**src/rtl/sram_array_rd_frontend.sv**
```systemverilog
// Valid/ready read front-end for a 1R1W array macro with 1-cycle read latency.
// Writes pass straight through; reads return in order through a 2-entry buffer with bypass.
module sram_array_rd_frontend #(
  parameter int unsigned ADDR_W = 6,
  parameter int unsigned DATA_W = 256
) (
  input  logic              clock,
  input  logic              reset_n,
  input  logic              req_valid,
  output logic              req_ready,
  input  logic [ADDR_W-1:0] req_addr,
  output logic              resp_valid,
  input  logic              resp_ready,
  output logic [DATA_W-1:0] resp_data,
  input  logic              wr_valid,
  input  logic [ADDR_W-1:0] wr_addr,
  input  logic [DATA_W-1:0] wr_data,
  output logic              sram_r_en,
  output logic [ADDR_W-1:0] sram_r_addr,
  input  logic [DATA_W-1:0] sram_r_data,
  output logic              sram_w_en,
  output logic [ADDR_W-1:0] sram_w_addr,
  output logic [DATA_W-1:0] sram_w_data
);

  logic              inflight_q;
  logic [1:0]        buf_count_q, buf_count_d;
  logic              head_q, head_d;
  logic              tail_q, tail_d;
  logic [DATA_W-1:0] buf_q [2];
  logic              byp_hit_q, byp_hit_d;
  logic [DATA_W-1:0] byp_data_q;

  logic              fire;
  logic [1:0]        occ;
  logic [DATA_W-1:0] rd_data;
  logic              pop;
  logic              head_pop;
  logic              push;

  assign sram_w_en   = wr_valid;
  assign sram_w_addr = wr_addr;
  assign sram_w_data = wr_data;

  // Credit depends on registered state only, so req_ready has no input-to-output path.
  assign occ       = buf_count_q + {1'b0, inflight_q};
  assign req_ready = (occ < 2'd2);
  assign fire      = req_valid && req_ready;

  assign sram_r_en   = fire;
  assign sram_r_addr = fire ? req_addr : '0;

  // A write to the same address in the request cycle wins over the macro's read data.
  assign rd_data = byp_hit_q ? byp_data_q : sram_r_data;

  always_comb begin
    resp_valid = (buf_count_q != 2'd0) || inflight_q;
    resp_data  = '0;
    if (buf_count_q != 2'd0) begin
      resp_data = buf_q[head_q];
    end else if (inflight_q) begin
      resp_data = rd_data;
    end
  end

  assign pop      = resp_valid && resp_ready;
  assign head_pop = pop && (buf_count_q != 2'd0);
  // Returning data is consumed directly only when it was on the bypass path and popped.
  assign push     = inflight_q && !((buf_count_q == 2'd0) && resp_ready);

  always_comb begin
    buf_count_d = buf_count_q + {1'b0, push} - {1'b0, head_pop};
    head_d      = head_pop ? ~head_q : head_q;
    tail_d      = push ? ~tail_q : tail_q;
    byp_hit_d   = fire && wr_valid && (wr_addr == req_addr);
  end

  always_ff @(posedge clock or negedge reset_n) begin
    if (!reset_n) begin
      inflight_q  <= 1'b0;
      buf_count_q <= 2'd0;
      head_q      <= 1'b0;
      tail_q      <= 1'b0;
      byp_hit_q   <= 1'b0;
    end else begin
      inflight_q  <= fire;
      buf_count_q <= buf_count_d;
      head_q      <= head_d;
      tail_q      <= tail_d;
      byp_hit_q   <= byp_hit_d;
    end
  end

  // Data storage carries no reset; validity is tracked by the control state above.
  always_ff @(posedge clock) begin
    if (push) begin
      buf_q[tail_q] <= rd_data;
    end
    if (fire) begin
      byp_data_q <= wr_data;
    end
  end

endmodule

```
**config.mk**
```make
export PLATFORM = sky130hd
export DESIGN_NAME = sram_array_rd_frontend
export DESIGN_NICKNAME = d
export VERILOG_FILES = /design/src/rtl/sram_array_rd_frontend.sv
export SDC_FILE = /design/constraint.sdc
export NUM_CORES = 1
export LEC_CHECK = 0
export CORE_AREA = 8 8 404 406
export DETAILED_ROUTE_END_ITERATION = 10
export DIE_AREA = 0 0 412 414
export PLACE_DENSITY = 0.49
export SLEW_MARGIN = 10
export SYNTH_ARGS = -nofsm -noshare
export SYNTH_HDL_FRONTEND = slang
export SYNTH_SLANG_ARGS = --single-unit
export TNS_END_PERCENT = 1
```
**constraint.sdc**
```tcl
create_clock -name clock -period 30.6 [get_ports clock]
set_input_delay 3.06 -clock clock [delete_from_list [all_inputs] [get_ports clock]]
set_output_delay 3.06 -clock clock [all_outputs]
set_load 0.05 [all_outputs]
```
==> metrics.md, run 1 <==
| Metric | Value |
|---|---|
| Layout net count | `3550` |
| Htree depth | `3` |
| Pre-CTS setup slack | `21660 ps` |
| Number of synthesized register bits | `774` |
| Clock Skew | `34.6 ps` |
| Setup Crit Path Kind | `in2out` |
| Ys flop type | `edfxtp_1` |
| Register area | `23200 sq um` |
| EDFF count, synth | `768` |
| Clk buf depth | `3` |
| Design Power | `4920 uW` |
| CTS tree | `yes` |
| Multi-input gate area | `8820 sq um` |
| Unrepaired setup endpoints after global routing | `false` |
| Placed Instance Area | `45600 sq um` |
| Syn Area/Cell | `15.5 sq um` |
| DRT Pass-1 Iters | `5` |
| RD Place Congestion | `0.793` |
| Hold WS | `549 ps` |
| Grt total ovfl | `0` |
| Die Area | `171000 sq um` |
| Top cells by area, synth | `edfxtp_1 (66%), mux2_2 (8.3%), mux2i_1 (7.4%)` |
| Data arrival, critical path | `5890 ps` |
| Die width | `412 um` |
| Layout area overhead | `39.3%` |
| Headroom to the max-slew limit | `33.4%` |
| Yosys top cell area share | `66.3%` |
| Critical Path RT | `27540 ps` |
| Worst hold path type | `reg2reg` |
| Filler cell count in the final layout | `15739` |
| Drt total wl | `125000 um` |
| Most frequent cells in the layout | `clkdlybuf4s50_1 (1056), edfxtp_1 (768), mux2_2 (256), mux2i_1 (256), nand3_1 (196)` |
| Global-route wire length before repair | `172000 um` |
| Initial Utilization | `22.1%` |
| Hold Vio Cnt, Final | `0` |
| Core area | `157000 sq um` |
| Post-CTS Hold Fix Bufs | `0` |
| Worst Max-Slew Pin Slew | `996 ps` |
| Total track usage | `13.9%` |
| DR vias/cell | `4.12` |
| Pleak | `0.0160 uW` |
| Antenna violations before repair | `36` |
| Cell variety after synth | `31` |
| Setup Viol. Count Final | `0` |
| Dpl hpwl | `91400 um` |
| Area of the mapped netlist | `34800 sq um` |
| Setup TNS | `0 ps` |
| Routed wire length per instance | `24.1 um` |
| Final instance area | `48400 sq um` |
| Share of cells above drive strength 1 | `17.4%` |
| Hold path startpoint | `tail_q$_DFFE_PN0P_` |
| Worst-path fanout max | `69` |
| Die height | `414 um` |
| # rows | `146` |
| CTS Root Cell | `clkbuf_16` |
| Share of flip-flops with an asynchronous set or reset | `0.775%` |
| ANT nets after route | `0` |
| Outcome | `completed` |
| Post-cts sizing count | `0` |
| Worst setup margin | `21650 ps` |
| Cell taking the most area after synthesis | `edfxtp_1` |
| Final period utilization | `29.2%` |
| Peak VDD IR | `55.9 uV` |
| Vias in the first global route | `22023` |
| Slew Limit Fails | `0` |
| Iter 0 DRT Violations | `1236` |
| Sequential-to-total area share from yosys stat | `66.7%` |
| Yosys warning total | `0` |
| Post-CTS Setup Bufs | `0` |
| Worst setup path start | `req_valid` |
| I/O pins | `1057` |
| Worst setup SP type | `input pin` |
| Mapped Cells | `2240` |
| Critical Path End Type | `primary output` |
| CTS buffer count | `91` |
| Power density over cell area | `101 nW/um^2` |
| Fmax | `112 MHz` |
| Synthesized net count | `2771` |
| Worst reg2reg startpoint | `inflight_q$_DFF_PN0_` |
| Post-route DRC violation count | `0` |
| Max_cap viols | `0` |
| Clock-pin slew on the worst setup and hold paths | `50 ps` |
| Skew-Pair Late Insertion Delay | `680 ps` |
| Commonest non-fill, non-tap cell in the layout | `clkdlybuf4s50_1` |
| Vias | `21340` |
| Port Buffers | `1056` |
| CTS Sinks | `774` |
| Crit path time final | `8950 ps` |
| Largest net degree at the start of global routing | `187` |
==> registers in the layout (all words and copies together) (netlist names) <==
name         count
byp_hit_q        1
buf_q          512
tail_q           1
head_q           1
inflight_q       1
byp_data_q     256
buf_count_q      2
==> routing by layer <==
layer / wire length, um / GRT usage, % / vias up / part of all wire [%]
met4: 3490 / 4.61 / 12 / 2.8
met1: 49000 / 16.1 / 10510 / 39
met2: 61700 / 23.6 / 755 / 49
met3: 10400 / 5.28 / 182 / 8.4
met5: 68 / 0 / - / 0.055
li1: - / - / 9881 / -
==> cell usage after synthesis, types with 6 or more instances <==
library cell    n
o21ai_2        62
mux2_2        256
clkbuf_1       37
mux2i_1       256
nand3_1       196
and2_1          7
clkbuf_2        6
xnor2_1         9
buf_8           6
dfrtp_1         6
o21ai_0       186
edfxtp_1      768
nand3_2        60
buf_4         269
buf_2          81
o21ai_1        10
==> final timing paths <==
check / end / slack [ps] / cells after the start
setup / recovery: sram_r_addr[1] / 21650 / 7
hold / removal: tail_q$_DFFE_PN0P_ / 550 / 1
setup reg to reg: buf_q[0][184]$_DFFE_PP_ / 25850 / 6
hold reg to reg: tail_q$_DFFE_PN0P_ / 550 / 1
max in group asynchronous: byp_hit_q$_DFF_PN0_ / 27390 / 1
min in group asynchronous: inflight_q$_DFF_PN0_ / 2770 / 1
==> final cells by class <==
| cell class | instances | share of cell area, % |
|---|---|---|
| multi-input combinational | 1057 | 18.2 |
| clock inverter | 38 | 0.888 |
| antenna | 12 | 0.0620 |
| clock buffer | 127 | 5.02 |
| sequential | 774 | 47.9 |
| tap | 2072 | 5.35 |
| inverter | 3 | 0.0232 |
| timing repair buffer | 1092 | 22.5 |
==> where the power goes <==
group          switching [uW]  internal (uW)  leakage [uW]  total [uW]
Combinational            1660            683       0.00744        2340
Sequential               70.8           1450       0.00716        1530
Clock                     446            601       0.00138        1050
Total                    2180           2740        0.0160        4920
==> worst max-delay path, cell delays in order <==
cell	delay, ps
clkdlybuf4s50_1	490
nand4_1	150
o21ai_4	120
buf_4	470
buf_12	350
and2_1	210
clkdlybuf4s50_1	820
==> kinds of logic after synthesis <==
kind of cell	share of synthesized area, %
AO/OA/AOI/OAI	4.38
XOR/XNOR	0.277
adder cells (fa/ha/maj)	0.0719
buffers and inverters	7.96
flip-flops	66.7
multiplexers	15.7
AND/OR/NAND/NOR	4.91
==> through the flow <==
step | util [%] | cells
after floorplan | - | 2240
after global placement | 29.0 | 4998
after detailed placement | 29.0 | 4998
after CTS | 30.8 | 5163
after global routing | 30.8 | 5167
final | 30.8 | 5175
Power figures use the tool's default switching activity.
==> inputs of run 2 (changes only) <==
CORE_AREA = 8 8 405 407   (was 8 8 404 406)
DIE_AREA = 0 0 413 415   (was 0 0 412 414)
clock period = 8.55 ns   (was 30.6 ns; I/O delays follow)
==> metrics.md, run 2 (synthesis gave the netlist of run 1 again) <==
| Metric | Value |
|---|---|
| CTS tree | `yes` |
| Reg-to-reg setup timing slack | `5110 ps (-20740 ps)` |
| Most frequent cells in the layout | `clkdlybuf4s50_1 (1056), edfxtp_1 (768), mux2_2 (256), mux2i_1 (256), nand3_1 (196)` |
| Global-route wire length before repair | `179000 um (+3.9%)` |
| Filler cell count in the final layout | `15779 (+0.25%)` |
| Headroom to the max-slew limit | `26.9% (-6.5 points)` |
| Routed wire length per instance | `25.3 um (+4.8%)` |
| Layout net count | `3545 (-0.14%)` |
| Worst setup SP type | `flip-flop` |
| Die height | `415 um (+0.24%)` |
| Die width | `413 um (+0.24%)` |
| Post-CTS Hold Fix Bufs | `0 (unchanged)` |
| Top flop regs | `buf_q (512), byp_data_q (256), buf_count_q (2)` |
| Antenna violations before repair | `44 (+22%)` |
| Share of cells above drive strength 1 | `17.6% (+0.12 points)` |
| Htree depth | `3 (unchanged)` |
| Clk buf depth | `3 (unchanged)` |
| Setup Viol. Count Final | `0 (unchanged)` |
| Commonest non-fill, non-tap cell in the layout | `clkdlybuf4s50_1` |
| RD Place Congestion | `0.803 (+1.3%)` |
| Most flop-heavy register | `buf_q` |
| Max_cap viols | `0 (unchanged)` |
| CTS buffer count | `93 (+2.2%)` |
| Layout area overhead | `39.7%` |
| Worst Max-Slew Pin Slew | `1100 ps (+100 ps)` |
| Dpl hpwl | `95800 um (+4.9%)` |
| Hold Vio Cnt, Final | `0 (unchanged)` |
| Power density over cell area | `365 nW/um^2 (+260%)` |
| DRT Pass-1 Iters | `5 (unchanged)` |
| Worst setup margin | `3370 ps (-18280 ps)` |
| Grt total ovfl | `0 (unchanged)` |
| Critical Path RT | `7700 ps (-19840 ps)` |
| Outcome | `completed` |
| Drt total wl | `130000 um (+4.6%)` |
| Skew-Pair Late Insertion Delay | `680 ps (about the same)` |
| Worst-path fanout max | `164 (+140%)` |
| Placed Cells | `4991 (-0.14%)` |
| Reg2Reg Depth | `4 (-2)` |
| Worst hold path type | `in2async` |
| Vias in the first global route | `22330 (+1.4%)` |
| Data arrival, critical path | `4330 ps (-1560 ps)` |
| Iter 0 DRT Violations | `1233 (-0.24%)` |
| Slew Limit Fails | `0 (unchanged)` |
| Pre-CTS setup slack | `3930 ps (-17730 ps)` |
| Core area | `157000 sq um (+0.23%)` |
| Setup Crit Path Kind | `reg2out` |
| Final period utilization | `60.6%` |
| Vias | `21624 (+1.3%)` |
| Setup TNS | `0 ps (unchanged)` |
| Unrepaired setup endpoints after global routing | `false` |
| R2R Path End | `buf_q[1][109]$_DFFE_PP_` |
| Total track usage | `14.5% (+0.57 points)` |
| Worst setup path start | `buf_count_q[1]$_DFF_PN0_` |
| Die Area | `171000 sq um (+0.48%)` |
| DR vias/cell | `4.18 (+1.5%)` |
| Post-CTS Setup Bufs | `0 (unchanged)` |
| Clock-pin slew on the worst setup and hold paths | `60 ps (about the same)` |
| Max FFs per register | `512 (unchanged)` |
| Crit path time final | `5180 ps` |
| Port Buffers | `1056 (unchanged)` |
| CTS Root Cell | `clkbuf_16` |
| Layout Cells excl Fill | `5168 (-0.14%)` |
| I/O pins | `1057 (unchanged)` |
| Critical Path End Type | `primary output` |
| Worst reg2reg startpoint | `inflight_q$_DFF_PN0_` |
| Pleak | `0.0160 uW (+0.35%)` |
| # rows | `146 (unchanged)` |
| Fmax | `193 MHz` |
| Initial Utilization | `22.1% (-0.051 points)` |
| ANT nets after route | `0 (unchanged)` |
| CTS Sinks | `774 (unchanged)` |
| Peak VDD IR | `240 uV (+330%)` |
| Placed Instance Area | `45600 sq um (+0.10%)` |
| Post-route DRC violation count | `0 (unchanged)` |
| Final instance area | `48600 sq um (+0.26%)` |
| Largest net degree at the start of global routing | `165 (-12%)` |
| Post-cts sizing count | `0 (unchanged)` |
| Clock Skew | `28.3 ps (-6.29 ps)` |
run 2: cell types whose count changed in the layout (fill, tap and decap cells not counted):
| cell | previous run | this run |
|---|---|---|
| clkinv_2 | 9 | 17 |
| clkinv_16 | 4 | 2 |
| diode_2 | 12 | 9 |
| bufinv_16 | 5 | 6 |
| buf_12 | 5 | 13 |
| inv_6 | 2 | 1 |
| clkinv_4 | 2 | 1 |
| clkinv_1 | 14 | 25 |
| clkbuf_16 | 91 | 95 |
| clkbuf_1 | 34 | 16 |
| buf_4 | 31 | 16 |
| inv_16 | 1 | 2 |
run 2: final cells by class:
cell class | instances | area [sq um] | area share (%)
Clock buffer | 113 | 2460 | 5.07
Tap cell | 2072 | 2590 | 5.34
Multi-Input combinational cell | 1057 | 8820 | 18.2
Inverter | 3 | 11.3 | 0.0232
Timing Repair Buffer | 1085 | 11000 | 22.5
Sequential cell | 774 | 23200 | 47.8
Antenna cell | 9 | 22.5 | 0.0464
Clock inverter | 55 | 484 | 0.997
run 2: worst max-delay path by stage:
stage                                  to  slack [ps]  cells after the start
floorplan           buf_q[0][0]$_DFFE_PP_       -4010                      3
global placement           sram_r_addr[1]        3930                      7
detailed placement         sram_r_addr[2]        3930                      7
CTS                         resp_data[38]        3290                      5
global route               resp_data[151]        3110                      6
finish                     resp_data[148]        3370                      6
run 2: report_power, final:
group	internal (uW)	total [uW]	leakage [uW]	switching (uW)
clock network	2230	3860	0.00145	1630
registers	5210	5460	0.00716	251
logic	2480	8400	0.00742	5920
total	9920	17700	0.0160	7800
run 2: critical path, cell delays in order, from the launching register on:
cell and delay, ps:
dfrtp_1 490, nor2_8 610, buf_12 440, buf_4 490, nand3_1 110, o21ai_0 220, clkdlybuf4s50_1 910
run 2: layer usage:
layer	vias to the layer above	wire, um	track usage (%)
li1	9866	-	-
met1	10818	52700	17.5
met2	735	64700	24.9
met3	187	10000	4.85
met4	18	3030	3.32
met5	-	112	0
run 2: per-stage QoR:
step / total power, uW / hold WS (ps) / util [%]
floorplan: 11300 / 468 / -
global placement: 14100 / 535 / 29.0
detailed placement: 14100 / 561 / 29.0
CTS: 18000 / 412 / 30.8
global route: 18500 / 421 / 30.8
finish: 17700 / 495 / 30.8
